[src/rtl/pipelined_adder_tree_acc_if.sv]
// Beat-in / sum-out bundle for pipelined_adder_tree_acc; master drives lanes, slave is the tree.
interface pipelined_adder_tree_acc_if #(
   parameter int N_IN  = 32,
   parameter int IN_W  = 4,
   parameter int ACC_W = 16
);
   localparam int LVL   = $clog2(N_IN);
   localparam int SUM_W = IN_W + LVL;

   logic                   in_valid;
   logic [N_IN*IN_W-1:0]   in_data;
   logic                   in_first;
   logic                   in_last;
   logic                   tree_valid;
   logic [SUM_W-1:0]       tree_sum;
   logic                   acc_valid;
   logic [ACC_W-1:0]       acc_sum;
   logic                   acc_ovf;

   modport master (
      output in_valid, in_data, in_first, in_last,
      input  tree_valid, tree_sum, acc_valid, acc_sum, acc_ovf
   );

   modport slave (
      input  in_valid, in_data, in_first, in_last,
      output tree_valid, tree_sum, acc_valid, acc_sum, acc_ovf
   );
endinterface

[src/rtl/pipelined_adder_tree_acc.sv]
// Pipelined N_IN-lane adder tree (registered input + one stage per level) with a burst accumulator.
// Define ADDER_TREE_ACC_SATURATE_EN to clamp the burst total on overflow instead of wrapping.
module pipelined_adder_tree_acc #(
   parameter int N_IN  = 32,
   parameter int IN_W  = 4,
   parameter int ACC_W = 16
) (
   input  logic clk,
   input  logic rst,
   pipelined_adder_tree_acc_if.slave bus
);
   localparam int LVL   = $clog2(N_IN);
   localparam int SUM_W = IN_W + LVL;

   typedef enum logic {IDLE, ACCUM} state_t;

   genvar gi;

   // Level 0 registers the raw lanes; level gi holds N_IN>>gi sums, each IN_W+gi bits wide.
   for (gi = 0; gi <= LVL; gi++) begin : g_lvl
      localparam int W = IN_W + gi;
      localparam int N = N_IN >> gi;

      logic [W-1:0] sum_reg [N];
      logic         vld_reg;
      logic         fst_reg;
      logic         lst_reg;

      if (gi == 0) begin : g_in
         always_ff @(posedge clk or posedge rst) begin
            if (rst) begin
               for (int k = 0; k < N; k++) sum_reg[k] <= '0;
               vld_reg <= 1'b0;
               fst_reg <= 1'b0;
               lst_reg <= 1'b0;
            end else begin
               for (int k = 0; k < N; k++) sum_reg[k] <= bus.in_data[IN_W*k +: IN_W];
               vld_reg <= bus.in_valid;
               fst_reg <= bus.in_valid & bus.in_first;
               lst_reg <= bus.in_valid & bus.in_last;
            end
         end
      end else begin : g_stage
         always_ff @(posedge clk or posedge rst) begin
            if (rst) begin
               for (int k = 0; k < N; k++) sum_reg[k] <= '0;
               vld_reg <= 1'b0;
               fst_reg <= 1'b0;
               lst_reg <= 1'b0;
            end else begin
               for (int k = 0; k < N; k++) begin
                  sum_reg[k] <= W'(g_lvl[gi-1].sum_reg[2*k]) + W'(g_lvl[gi-1].sum_reg[2*k+1]);
               end
               vld_reg <= g_lvl[gi-1].vld_reg;
               fst_reg <= g_lvl[gi-1].fst_reg;
               lst_reg <= g_lvl[gi-1].lst_reg;
            end
         end
      end
   end

   logic             tree_valid;
   logic [SUM_W-1:0] tree_sum;
   logic             tree_first;
   logic             tree_last;

   assign tree_valid = g_lvl[LVL].vld_reg;
   assign tree_sum   = g_lvl[LVL].sum_reg[0];
   assign tree_first = g_lvl[LVL].fst_reg;
   assign tree_last  = g_lvl[LVL].lst_reg;

   state_t           state_reg;
   logic             acc_valid_reg;
   logic [ACC_W-1:0] acc_sum_reg;
   logic             acc_ovf_reg;
   logic [ACC_W-1:0] tree_ext;
   logic [ACC_W:0]   add_full;

   // One extra bit on the adder exposes the carry out of the accumulator.
   assign tree_ext = ACC_W'(tree_sum);
   assign add_full = {1'b0, acc_sum_reg} + {1'b0, tree_ext};

   always_ff @(posedge clk or posedge rst) begin
      if (rst) begin
         state_reg     <= IDLE;
         acc_valid_reg <= 1'b0;
         acc_sum_reg   <= '0;
         acc_ovf_reg   <= 1'b0;
      end else begin
         acc_valid_reg <= 1'b0;
         if (tree_valid) begin
            if (tree_first) begin
               acc_sum_reg   <= tree_ext;
               acc_ovf_reg   <= 1'b0;
               acc_valid_reg <= tree_last;
               state_reg     <= tree_last ? IDLE : ACCUM;
            end else if (state_reg == ACCUM) begin
`ifdef ADDER_TREE_ACC_SATURATE_EN
               if (acc_ovf_reg || add_full[ACC_W]) begin
                  acc_sum_reg <= '1;
               end else begin
                  acc_sum_reg <= add_full[ACC_W-1:0];
               end
`else
               acc_sum_reg <= add_full[ACC_W-1:0];
`endif
               acc_ovf_reg   <= acc_ovf_reg | add_full[ACC_W];
               acc_valid_reg <= tree_last;
               state_reg     <= tree_last ? IDLE : ACCUM;
            end
         end
      end
   end

   assign bus.tree_valid = tree_valid;
   assign bus.tree_sum   = tree_sum;
   assign bus.acc_valid  = acc_valid_reg;
   assign bus.acc_sum    = acc_sum_reg;
   assign bus.acc_ovf    = acc_ovf_reg;
endmodule

[src/flat_wrapper.sv]
// flat-port wrapper written by rule: the top's interface ports become plain ports
module pipelined_adder_tree_acc_flat 
#(
   parameter int N_IN  = 32,
   parameter int IN_W  = 4,
   parameter int ACC_W = 16
)
  (clk, rst, bus_in_valid, bus_in_data, bus_in_first, bus_in_last, bus_tree_valid, bus_tree_sum, bus_acc_valid, bus_acc_sum, bus_acc_ovf);
  pipelined_adder_tree_acc_if #(.N_IN(N_IN), .IN_W(IN_W), .ACC_W(ACC_W)) bus_i ();
  input  logic clk;
  input  logic rst;
  input wire logic [$bits(bus_i.in_valid)-1:0] bus_in_valid;
  input wire logic [$bits(bus_i.in_data)-1:0] bus_in_data;
  input wire logic [$bits(bus_i.in_first)-1:0] bus_in_first;
  input wire logic [$bits(bus_i.in_last)-1:0] bus_in_last;
  output wire logic [$bits(bus_i.tree_valid)-1:0] bus_tree_valid;
  output wire logic [$bits(bus_i.tree_sum)-1:0] bus_tree_sum;
  output wire logic [$bits(bus_i.acc_valid)-1:0] bus_acc_valid;
  output wire logic [$bits(bus_i.acc_sum)-1:0] bus_acc_sum;
  output wire logic [$bits(bus_i.acc_ovf)-1:0] bus_acc_ovf;
  assign bus_i.in_valid = bus_in_valid;
  assign bus_i.in_data = bus_in_data;
  assign bus_i.in_first = bus_in_first;
  assign bus_i.in_last = bus_in_last;
  assign bus_tree_valid = bus_i.tree_valid;
  assign bus_tree_sum = bus_i.tree_sum;
  assign bus_acc_valid = bus_i.acc_valid;
  assign bus_acc_sum = bus_i.acc_sum;
  assign bus_acc_ovf = bus_i.acc_ovf;
  pipelined_adder_tree_acc #(.N_IN(N_IN), .IN_W(IN_W), .ACC_W(ACC_W)) u_core (.clk(clk), .rst(rst), .bus(bus_i));
endmodule
[config.mk]
export PLATFORM = sky130hd
export DESIGN_NAME = pipelined_adder_tree_acc_flat
export DESIGN_NICKNAME = d
export VERILOG_FILES = /design/src/rtl/pipelined_adder_tree_acc_if.sv /design/src/rtl/pipelined_adder_tree_acc.sv /design/src/flat_wrapper.sv
export SDC_FILE = /design/constraint.sdc
export NUM_CORES = 1
export LEC_CHECK = 0
export CAP_MARGIN = 10
export CORE_AREA = 2 2 225 227
export DETAILED_ROUTE_END_ITERATION = 8
export DIE_AREA = 0 0 227 229
export GPL_TIMING_DRIVEN = 1
export PLACE_DENSITY = 0.56
export SLEW_MARGIN = 20
export SYNTH_ARGS = -nofsm -noshare
export SYNTH_HDL_FRONTEND = slang
export SYNTH_SLANG_ARGS = --single-unit
[constraint.sdc]
create_clock -name clk -period 23.7 [get_ports clk]
set_clock_uncertainty 0.2 [all_clocks]
set_input_delay 5.925 -clock clk [delete_from_list [all_inputs] [get_ports clk]]
set_output_delay 5.925 -clock clk [all_outputs]
set_load 0.01 [all_outputs]
Word-level counts from Yosys, hierarchy flattened
Cells that the tools add are included.

cells by class
  add/subtract/negate cells = 32
  muxes and demuxes = 10
  bitwise gates (word level) = 3
  reduce and logical (&&, ||, !) cells = 2

operators with widths
  cell                number
  $add A4 B4 Y5       16
  $add A5 B5 Y6       8
  $mux W16            2
  $add A6 B6 Y7       4
  $add A16 B9 Y17     1
  $add A7 B7 Y8       2
  $add A8 B8 Y9       1
  $mux W1             8
  $and A1 B1 Y1       2
  $reduce_and A2 Y1   1
  $reduce_bool A2 Y1  1
  $or A1 B1 Y1        1

storage, ports and cells
  register bits = 346
  input bits = 133
  output and inout port bits = 28
  logic and storage cells = 132

Longest topological paths before layout
  depth after elaboration = 4
  mapped depth = 8
  depth with buffers taken out = 8

Least setup slack after synthesis
Ideal clock, no wire load.

  kind = flip-flop to output port
  start = register u_core.acc_sum_reg[9], in the netlist u_core.bus.acc_sum[9]
  end = output port bus_acc_sum[9]
  arrival = 0.439 ns
  required time = 17.575 ns
  slack = 17.136 ns
  cell stages (with the launch flop) = 1
  buffers on the path = 0
  path through = dfrtp_1

RTL lines
  what                    line                             source
  start, declared         pipelined_adder_tree_acc.sv:74   logic [ACC_W-1:0] acc_sum_reg;
  start signal, assigned  pipelined_adder_tree_acc.sv:93   acc_sum_reg <= tree_ext;
  start signal, assigned  pipelined_adder_tree_acc.sv:105  acc_sum_reg <= add_full[ACC_W-1:0];
  end, declared           flat_wrapper.sv:19               output wire logic [$bits(bus_i.acc_sum)-1:0] bus_acc_sum;

No word-level cell between the ends.

==> flow_metrics.py <==
metrics = {
    "clock_network": {
        "cts_tree": "yes",
        "cts-root-buf": "clkbuf_16",
        "clock_sinks": 346,
        "cts.repair.resized": 0,
        "clk_latency_ns": 0.56,
        "cts_buffers": 40,
        "cts_buffer_depth": 3,
        "htreeDepth": 2,
        "path_clk_slew_ns": 0.05,
        "cts_setup_buffers": 0,
        "ctsHoldBuffers": 0,
    },
    "detailed_routing": {
        "vias": 8212,
        "wl_per_cell_um": 12.1,
        "vias_per_cell": 4.08,
        "ant_nets": 0,
        "totalWireLength_um": 24400,
        "dr.pass1.iters": 4,
        "drc": 0,
        "drt_iter0_drc": 311,
    },
    "sta": {
        "totalNegativeSetupSlack_ns": 0,
        "tightest_slew_ns": 0.884,
        "hold_ws_ns": 0.145,
        "finalCritPeriodShare_pct": 34.7,
        "finalSetupViolCount": 0,
        "fmax_ghz": 0.122,
        "layout_min_cycle_time_ns": 8.21,
        "finalHoldViolCount": 0,
        "slew-limit-headroom_pct": 41.0,
        "rsz0062_at_grt": "false",
        "setup_slack_ns": 15.49,
        "slew_viol_final": 0,
    },
    "yosys": {
        "synth_area_per_cell_um2": 13.2,
        "syn-num-nets": 1438,
        "yosysTopAreaCellShare_pct": 58.9,
        "synth_ff_type": "dfrtp_1",
        "synthAdderAreaFrac_pct": 17.9,
        "synth_top_area_cell": "dfrtp_1",
        "synthTopCellsByArea": "dfrtp_1 59%, ha_1 14%, xnor2_1 4.9%",
        "yosysUniqueCellTypes": 51,
        "synthMuxAreaShare_pct": 0.213,
        "synthTopCellsByCount": "346 x dfrtp_1, 159 x ha_1, 147 x inv_1",
        "synthArstFlopShare_pct": 100,
        "synth_compound_area_share_pct": 8.79,
        "yosys.area_share.simple_pct": 4.87,
        "synth_xor_area_share_pct": 5.25,
        "yosysSeqAreaShare_pct": 58.9,
        "yosys_warnings": 0,
        "ys_ff_latch": 346,
        "synth_cells": 1114,
        "synth_top_family_by_area": "adder cells",
        "synth-edff-count": 0,
        "syn-cell-area_um2": 14700,
        "yosysMostFrequentCell": "dfrtp_1",
    },
    "flow_run": {
        "max_cap_violations": 0,
    },
    "critical_path": {
        "endpoint_kind": "async pin",
        "startpoint_type": "primary input",
        "reg2regPathDepth": 7,
        "worstPathRequired_ns": 24.06,
        "r2r_end": "u_core.bus.acc_sum[12]",
        "critPathMaxFanout": 123,
        "timing.reg2reg.setup_slack_ns": 21.20,
        "cp_data_arrival_time_ns": 8.57,
        "r2r_start": "u_core.bus.acc_sum[0]",
        "path_class": "in -> async",
    },
    "finish": {
        "nets": 1638,
        "fin_cells": 2015,
        "utilization_pct": 37.0,
        "largest_register_ffs": 300,
        "num_antenna_cells": 0,
        "drive_above_1_share_pct": 5.96,
        "area_growth_pct": 25.2,
    },
    "hold_path": {
        "min_from": "u_core.g_lvl[4].vld_reg",
        "worstHoldPathCells": 0,
        "holdPathEnd": "u_core.bus.tree_valid",
        "hold_class": "reg -> reg",
    },
    "global_routing": {
        "grt_pass1_vias": 8995,
        "antenna_found_initial": 0,
        "grt_max_degree": 124,
        "grt_overflow": 0,
        "grt_pass1_wl_um": 42400,
        "track_usage_pct": 10.2,
    },
    "status": {
        "outcome": "completed",
    },
    "placed_design": {
        "place_ws_ns": 14.43,
        "placedCellCount": 1944,
        "io_buffers": 160,
        "dp_hpwl_um": 17500,
        "place_congestion": 0.727,
    },
    "power": {
        "p_leak_nw": 8.76,
        "powerDensity_nw_per_um2": 112,
        "vdd_drop_max_uv": 47.8,
    },
    "floorplanning": {
        "die_width_um": 227,
        "core.rowCount": 82,
        "ios": 161,
        "core-area_um2": 49700,
        "die_height_um": 229,
        "initial_utilization_pct": 29.6,
        "die_area_um2": 52000,
    },
}
-- placed cells by master, fill, tap and decap left out, types with 5 or more instances in the layout --
cell type,n
dfrtp_1,346
xor2_1,6
xnor2_1,82
nand2b_1,24
a21o_1,53
clkbuf_16,40
clkdlybuf4s50_1,160
nor3_1,6
and3_1,7
nand3_1,8
fa_1,32
clkbuf_1,12
ha_1,159
a21oi_1,69
and2_1,5
o21ai_0,38
inv_1,146
nor2b_1,26
nor2_1,16
o21bai_1,11
clkbuf_8,11
nand2_1,23
-- final cells by class --
class                           instances  area, um2
Clock buffer                           63       1200
Clock inverter                          8       62.6
Tap cell                              672        841
Inverter                              147        559
Multi-Input combinational cell        615       5440
Fill cell                            4817      31300
Sequential cell                       346       8660
Timing Repair Buffer                  164       1640
-- metal layers --
layer,part of all wire (%),vias up,track usage (%)
li1,-,4086,-
met1,45,3932,13.0
met2,47,142,16.5
met3,4.3,52,2.05
met4,3.6,0,5.04
met5,0,-,0
-- worst max-delay path, stage by stage --
cell and delay, ns:
clkdlybuf4s50_1 0.50, inv_8 0.61, buf_6 0.63, buf_4 0.79
-- cells by family (layout without fill, tap and decap cells) --
family	count (synthesis)	in the layout
flip-flops	346	346
AO/OA/AOI/OAI	202	202
adder cells (fa/ha/maj)	191	191
buffers and inverters	153	382
AND/OR/NAND/NOR	131	131
XOR/XNOR	88	88
multiplexers	3	3
-- how the worst max path moves through the flow --
| stage | startpoint | to | slack, ns | depth (start not counted) |
|---|---|---|---|---|
| after floorplan | rst | u_core.bus.acc_ovf | 7.98 | 1 |
| after global placement | rst | u_core.g_lvl[0].sum_reg[73] | 14.50 | 4 |
| after detailed placement | rst | u_core.g_lvl[0].sum_reg[70] | 14.43 | 4 |
| after CTS | rst | u_core.g_lvl[0].sum_reg[70] | 15.00 | 4 |
| after global routing | rst | u_core.g_lvl[0].sum_reg[71] | 14.89 | 4 |
| final | rst | u_core.g_lvl[0].sum_reg[70] | 15.49 | 4 |
-- stage by stage --
step           power [W]  instance area [um2]
2_1_floorplan    0.00129                14700
3_3_place_gp     0.00148                17100
3_5_place_dp     0.00149                17100
4_1_cts          0.00209                18400
5_1_grt          0.00222                18400
6_report         0.00205                18400
-- report_power, final --
part / switching (W) / total (W) / internal, W
sequential: 0.0000687 / 0.000790 / 0.000722
clock: 0.000237 / 0.000584 / 0.000347
combinational: 0.000341 / 0.000679 / 0.000338
total: 0.000646 / 0.00205 / 0.00141
Power figures use the tool's default switching activity.
